File: config.mk
export PLATFORM = sky130hd
export DESIGN_NAME = layer_sequencer
export DESIGN_NICKNAME = d
export VERILOG_FILES = /design/src/rtl/layer_sequencer.sv
export SDC_FILE = /design/constraint.sdc
export NUM_CORES = 1
export LEC_CHECK = 0
export ABC_CLOCK_PERIOD_IN_PS = 2070
export CORE_MARGIN = 5
export CORE_UTILIZATION = 44
export DETAILED_ROUTE_END_ITERATION = 6
export PLACE_DENSITY = 0.88
export SLEW_MARGIN = 20
export SYNTH_ARGS = -nofsm -noshare
export SYNTH_HDL_FRONTEND = slang
export SYNTH_SLANG_ARGS = --single-unit
File: constraint.sdc
create_clock -name clk -period 2.07 [get_ports clk]
set_input_delay 0.414 -clock clk [delete_from_list [all_inputs] [get_ports clk]]
set_output_delay 0.414 -clock clk [all_outputs]
set_load 0.01 [all_outputs]
File: src/rtl/layer_sequencer.sv
// Per-sample scheduler: shifts the input buffer, then starts each conv stage in turn.
// Define LAYER_SEQ_STATS_EN to build the frame-length and overrun statistics counters.
module layer_sequencer #(
  parameter int unsigned             N_STAGES   = 8,
  parameter logic [N_STAGES-1:0]     CACHE_MASK = 8'b0000_0101,
  parameter int unsigned             TIMEOUT    = 4095,
  parameter int unsigned             CNT_W      = 32
) (
  input  logic                clk,
  input  logic                rst,
  input  logic                sample_clk,
  input  logic [N_STAGES-1:0] stage_done,
  output logic                lsb_clk,
  output logic [N_STAGES-1:0] stage_start,
  output logic [N_STAGES-1:0] cache_clk,
  output logic                out_latch,
  output logic                busy,
  output logic                timeout_err,
  output logic [CNT_W-1:0]    last_busy_cycles,
  output logic [CNT_W-1:0]    overrun_count
);

  localparam int unsigned IW = (N_STAGES > 1) ? $clog2(N_STAGES) : 1;
  localparam int unsigned WW = (TIMEOUT < 1) ? 1 : $clog2(TIMEOUT + 1);
  localparam logic [IW-1:0] LAST_IDX = IW'(N_STAGES - 1);

  localparam logic [2:0] S_IDLE   = 3'd0;
  localparam logic [2:0] S_LSB    = 3'd1;
  localparam logic [2:0] S_START  = 3'd2;
  localparam logic [2:0] S_WAIT   = 3'd3;
  localparam logic [2:0] S_CACHE  = 3'd4;
  localparam logic [2:0] S_OUTPUT = 3'd5;

  logic [2:0]          state_q, state_d;
  logic [IW-1:0]       idx_q, idx_d;
  logic [WW-1:0]       wait_q, wait_d;
  logic                prev_q, seen_low_q;
  logic                lsb_q, lsb_d;
  logic [N_STAGES-1:0] start_q, start_d;
  logic [N_STAGES-1:0] cache_q, cache_d;
  logic                out_q, out_d;
  logic                busy_q;
  logic                terr_q, terr_d;
  logic                sample_edge;

  // seen_low_q blocks a false edge when sample_clk is already high as reset releases.
  assign sample_edge = sample_clk & ~prev_q & seen_low_q;

  always_comb begin
    state_d = state_q;
    idx_d   = idx_q;
    wait_d  = wait_q;
    lsb_d   = 1'b0;
    start_d = '0;
    cache_d = '0;
    out_d   = 1'b0;
    terr_d  = terr_q;
    if (sample_edge) begin
      state_d = S_LSB;
    end else begin
      case (state_q)
        S_LSB: begin
          lsb_d   = 1'b1;
          idx_d   = '0;
          state_d = S_START;
        end
        S_START: begin
          start_d[idx_q] = 1'b1;
          wait_d         = '0;
          state_d        = S_WAIT;
        end
        S_WAIT: begin
          wait_d = wait_q + WW'(1);
          if (stage_done[idx_q]) begin
            if (CACHE_MASK[idx_q]) begin
              state_d = S_CACHE;
            end else if (idx_q == LAST_IDX) begin
              state_d = S_OUTPUT;
            end else begin
              idx_d   = idx_q + IW'(1);
              state_d = S_START;
            end
          end else if (wait_d == WW'(TIMEOUT)) begin
            terr_d  = 1'b1;
            state_d = S_IDLE;
          end
        end
        S_CACHE: begin
          cache_d[idx_q] = 1'b1;
          if (idx_q == LAST_IDX) begin
            state_d = S_OUTPUT;
          end else begin
            idx_d   = idx_q + IW'(1);
            state_d = S_START;
          end
        end
        S_OUTPUT: begin
          out_d   = 1'b1;
          state_d = S_IDLE;
        end
        default: state_d = S_IDLE;
      endcase
    end
  end

  always_ff @(posedge clk) begin
    if (rst) begin
      state_q    <= S_IDLE;
      idx_q      <= '0;
      wait_q     <= '0;
      prev_q     <= 1'b0;
      seen_low_q <= ~sample_clk;
      lsb_q      <= 1'b0;
      start_q    <= '0;
      cache_q    <= '0;
      out_q      <= 1'b0;
      busy_q     <= 1'b0;
      terr_q     <= 1'b0;
    end else begin
      state_q    <= state_d;
      idx_q      <= idx_d;
      wait_q     <= wait_d;
      prev_q     <= sample_clk;
      seen_low_q <= seen_low_q | ~sample_clk;
      lsb_q      <= lsb_d;
      start_q    <= start_d;
      cache_q    <= cache_d;
      out_q      <= out_d;
      busy_q     <= (state_d != S_IDLE);
      terr_q     <= terr_d;
    end
  end

  assign lsb_clk     = lsb_q;
  assign stage_start = start_q;
  assign cache_clk   = cache_q;
  assign out_latch   = out_q;
  assign busy        = busy_q;
  assign timeout_err = terr_q;

`ifdef LAYER_SEQ_STATS_EN
  logic [CNT_W-1:0] frame_cnt_q, lbc_q, ovr_q;

  // The latched length includes the OUTPUT cycle itself, hence the +1.
  always_ff @(posedge clk) begin
    if (rst) begin
      frame_cnt_q <= '0;
      lbc_q       <= '0;
      ovr_q       <= '0;
    end else begin
      if (state_q == S_LSB) begin
        frame_cnt_q <= CNT_W'(1);
      end else if (state_q != S_IDLE && frame_cnt_q != '1) begin
        frame_cnt_q <= frame_cnt_q + CNT_W'(1);
      end
      if (state_q == S_OUTPUT && !sample_edge) begin
        lbc_q <= (frame_cnt_q == '1) ? '1 : frame_cnt_q + CNT_W'(1);
      end
      if (sample_edge && state_q != S_IDLE && ovr_q != '1) begin
        ovr_q <= ovr_q + CNT_W'(1);
      end
    end
  end

  assign last_busy_cycles = lbc_q;
  assign overrun_count    = ovr_q;
`else
  assign last_busy_cycles = '0;
  assign overrun_count    = '0;
`endif

endmodule
==> reports/results.ini <==
[run_status]
status = completed

[clock_network]
cts_buffer_depth = 2
cts_sinks = 41
clock_latency_ns = 0.30
cts-root-buf = clkbuf_8
clk_pin_slew_ns = 0.08
cts_inserted_buffers = 5
tritoncts = built
htreeDepth = 2
postCtsHoldBufs = 0

[placed_design]
dp_slack_ns = -0.0701
io_buffers = 30
dpl.hpwl_mm = 3.91
place.gp.congestion = 0.959

[detailed_routing]
routed_via_density = 4.78
drt_iter0_drc = 187
post-route-drc-count = 0
first_pass_iters = 4
num_vias = 1952
ant_nets = 0
routed_wl_mm = 4.90
wire_per_inst_um = 12.0

[floorplanning]
rows = 27
start_util_pct = 44.5
core-area_um2 = 5440
pin_count = 95
dieWidth_um = 84.2
die-area_um2 = 7090
die_y_um = 84.2

[timing]
setup_ws_ns = 0.160
drv_slew = 0
fin_crit_ns = 1.91
hold_ws_ns = 0.484
hold_violations = 0
finalSetupTns_ns = 0
fin_crit_sh_pct = 92.3
fmax_mhz = 524
fin_skew_ns = 0.00428
rsz0062_at_grt = false
finalSetupViolations = 0

[layout]
fillers = 521
final_nets = 349
final_cell_mix = 64 x conb_1, 45 x nor2_1, 39 x dfxtp_1
antenna_cells = 0
finish.utilization_pct = 50.6
drive_above_1_share_pct = 10.4
mostFrequentLayoutCell = conb_1
syn2layout_area_growth_pct = 13.6

[worst_setup_path]
path_delay_family = simple AND/OR/NAND/NOR gates
cpMaxStageDelayCell = dfxtp_1
worst-path-buf-inv = 0
r2r.worst_path.cells = 6
cp_max_fo = 10
cp.depth = 6
cp.arrival_ns = 2.10
cp-end-kind = flop
ff2ff_setup_slack_ns = 0.16
slowest_delay_ns = 0.52
crit_required_ns = 2.26
startpoint_type = flop
crit_type = flop to flop
cp_cell_sequence = nand2b_1, o2bb2ai_4, nor4_2, o31a_2, nor3_1, a211o_1

[grt]
grt_max_degree = 14
gr-total-overflow = 0
grt_pass1_vias = 1738
antenna_found_initial = 0
grt_pass1_wl_mm = 7.92
grt_util_all_layers_pct = 13.3

[synth]
ys_ff_latch = 41
postSynthCellCount = 294
synth_area_um2 = 2420
synth_cell_types = 52
syn_avg_cell_area_um2 = 8.24
synth_warnings = 0
ys_seq_area_share_pct = 33.9

[power]
peakVddDrop_mv = 0.410
power_w = 0.00172
power.density_nw_per_um2 = 626
leakagePower_nw = 1.09

[job]
max_cap_violations = 0

[hold_path]
hp-class = flop to flop
hold_path_depth = 2

[cell families (layout without fill, tap and decap cells)]
group | count (synthesis) | count (layout) | synth area share (%)
AO/OA/AOI/OAI | 51 | 51 | 15.9
XOR/XNOR | 2 | 2 | 0.723
adder cells (fa/ha/maj) | 3 | 3 | 1.55
buffers and inverters | 79 | 58 | 22.8
flip-flops | 41 | 41 | 33.9
multiplexers | 4 | 4 | 2.12
other | 1 | 64 | 0.155
AND/OR/NAND/NOR | 113 | 113 | 22.9
[worst paths after layout]
| path | from | endpoint |
|---|---|---|
| max reg2reg | idx_q[1] | flop |
| min reg2reg | seen_low_q | seen_low_q |
| max | idx_q[1] | flop |
| min | seen_low_q | seen_low_q |
[sequential cells by signal, indices dropped and copies added (netlist names), 3 cells and up, named ones only]
| register | cells |
|---|---|
| wait_q | 12 |
| stage_start | 8 |
| idx_q | 3 |
| state_q | 3 |
| cache_clk | 8 |
[tightest hold or removal path, stage by stage (launching register included)]
cell and delay, ns:
dfxtp_1 0.32, inv_1 0.05, o21ai_0 0.07
[area by class of cell]
cell class / count / area (um^2) / area share [%]
well taps: 72 / 90.1 / 3.27
repair buffers: 44 / 405 / 14.7
clock inverters: 2 / 37.5 / 1.36
inverters: 6 / 22.5 / 0.818
flip-flops and latches: 41 / 823 / 29.9
multi-input cells: 237 / 1290 / 46.9
clock buffers: 6 / 82.6 / 3.00
[Yosys cell counts (all sizes together)]
cell type,n,area (um^2)
conb,1,3.75
a21oi,14,70.1
nor2,45,169
nand2b,8,50.1
or4,1,7.51
o21ai,7,35.0
and3,4,25.0
nand4b,2,17.5
a21o,3,22.5
nor2b,2,12.5
inv,6,22.5
nor3,11,55.1
a211oi,3,27.5
o31a,2,18.8
a22o,1,8.76
clkbuf,3,11.3
nand3b,4,30.0
or2,1,6.26
nor4,2,18.8
o31ai,1,7.51
nand2,17,63.8
dfxtp,41,821
and2,1,6.26
mux2,3,41.3
xnor2,1,8.76
nor3b,2,15.0
a22oi,1,7.51
nand3,7,35.0
a311oi,5,43.8
or3,2,12.5
and4,1,8.76
o2111ai,1,8.76
buf,70,519
a41oi,1,8.76
ha,3,37.5
mux2i,1,10.0
o311ai,1,16.3
o22ai,2,26.3
o2bb2ai,1,27.5
and3b,1,8.76
nand4,2,12.5
xor2,1,8.76
a31oi,6,37.5
a211o,2,17.5
[power by group]
group          total, W  switching (W)  internal [W]
clock          0.000666       0.000275      0.000392
sequential     0.000825      0.0000201      0.000805
combinational  0.000231       0.000144     0.0000868
total           0.00172       0.000439       0.00128
[metrics by stage]
step / area, um^2 / instances
after floorplan: 2660 / 357
after global placement: 2620 / 400
after detailed placement: 2620 / 400
after CTS: 2740 / 408
after global routing: 2750 / 408
final: 2750 / 408
[metal layers]
layer  routed length (um)  vias to the layer above  GRT usage, %  share of wire [%]
met3                  372                        5          3.73                7.6
li1                     -                      967             -                  -
met2                 2550                       67          23.6                 52
met5                    0                        -             0                  0
met4                   51                        0          4.39                1.0
met1                 1920                      913          15.4                 39
[what timing repair did]
action | CTS | global route
buffers inserted | 0 | 0
endpoints found under the setup margin | 0 | 2
gates resized for setup | 0 | 3
No activity file was read; power rests on OpenSTA's default activity.
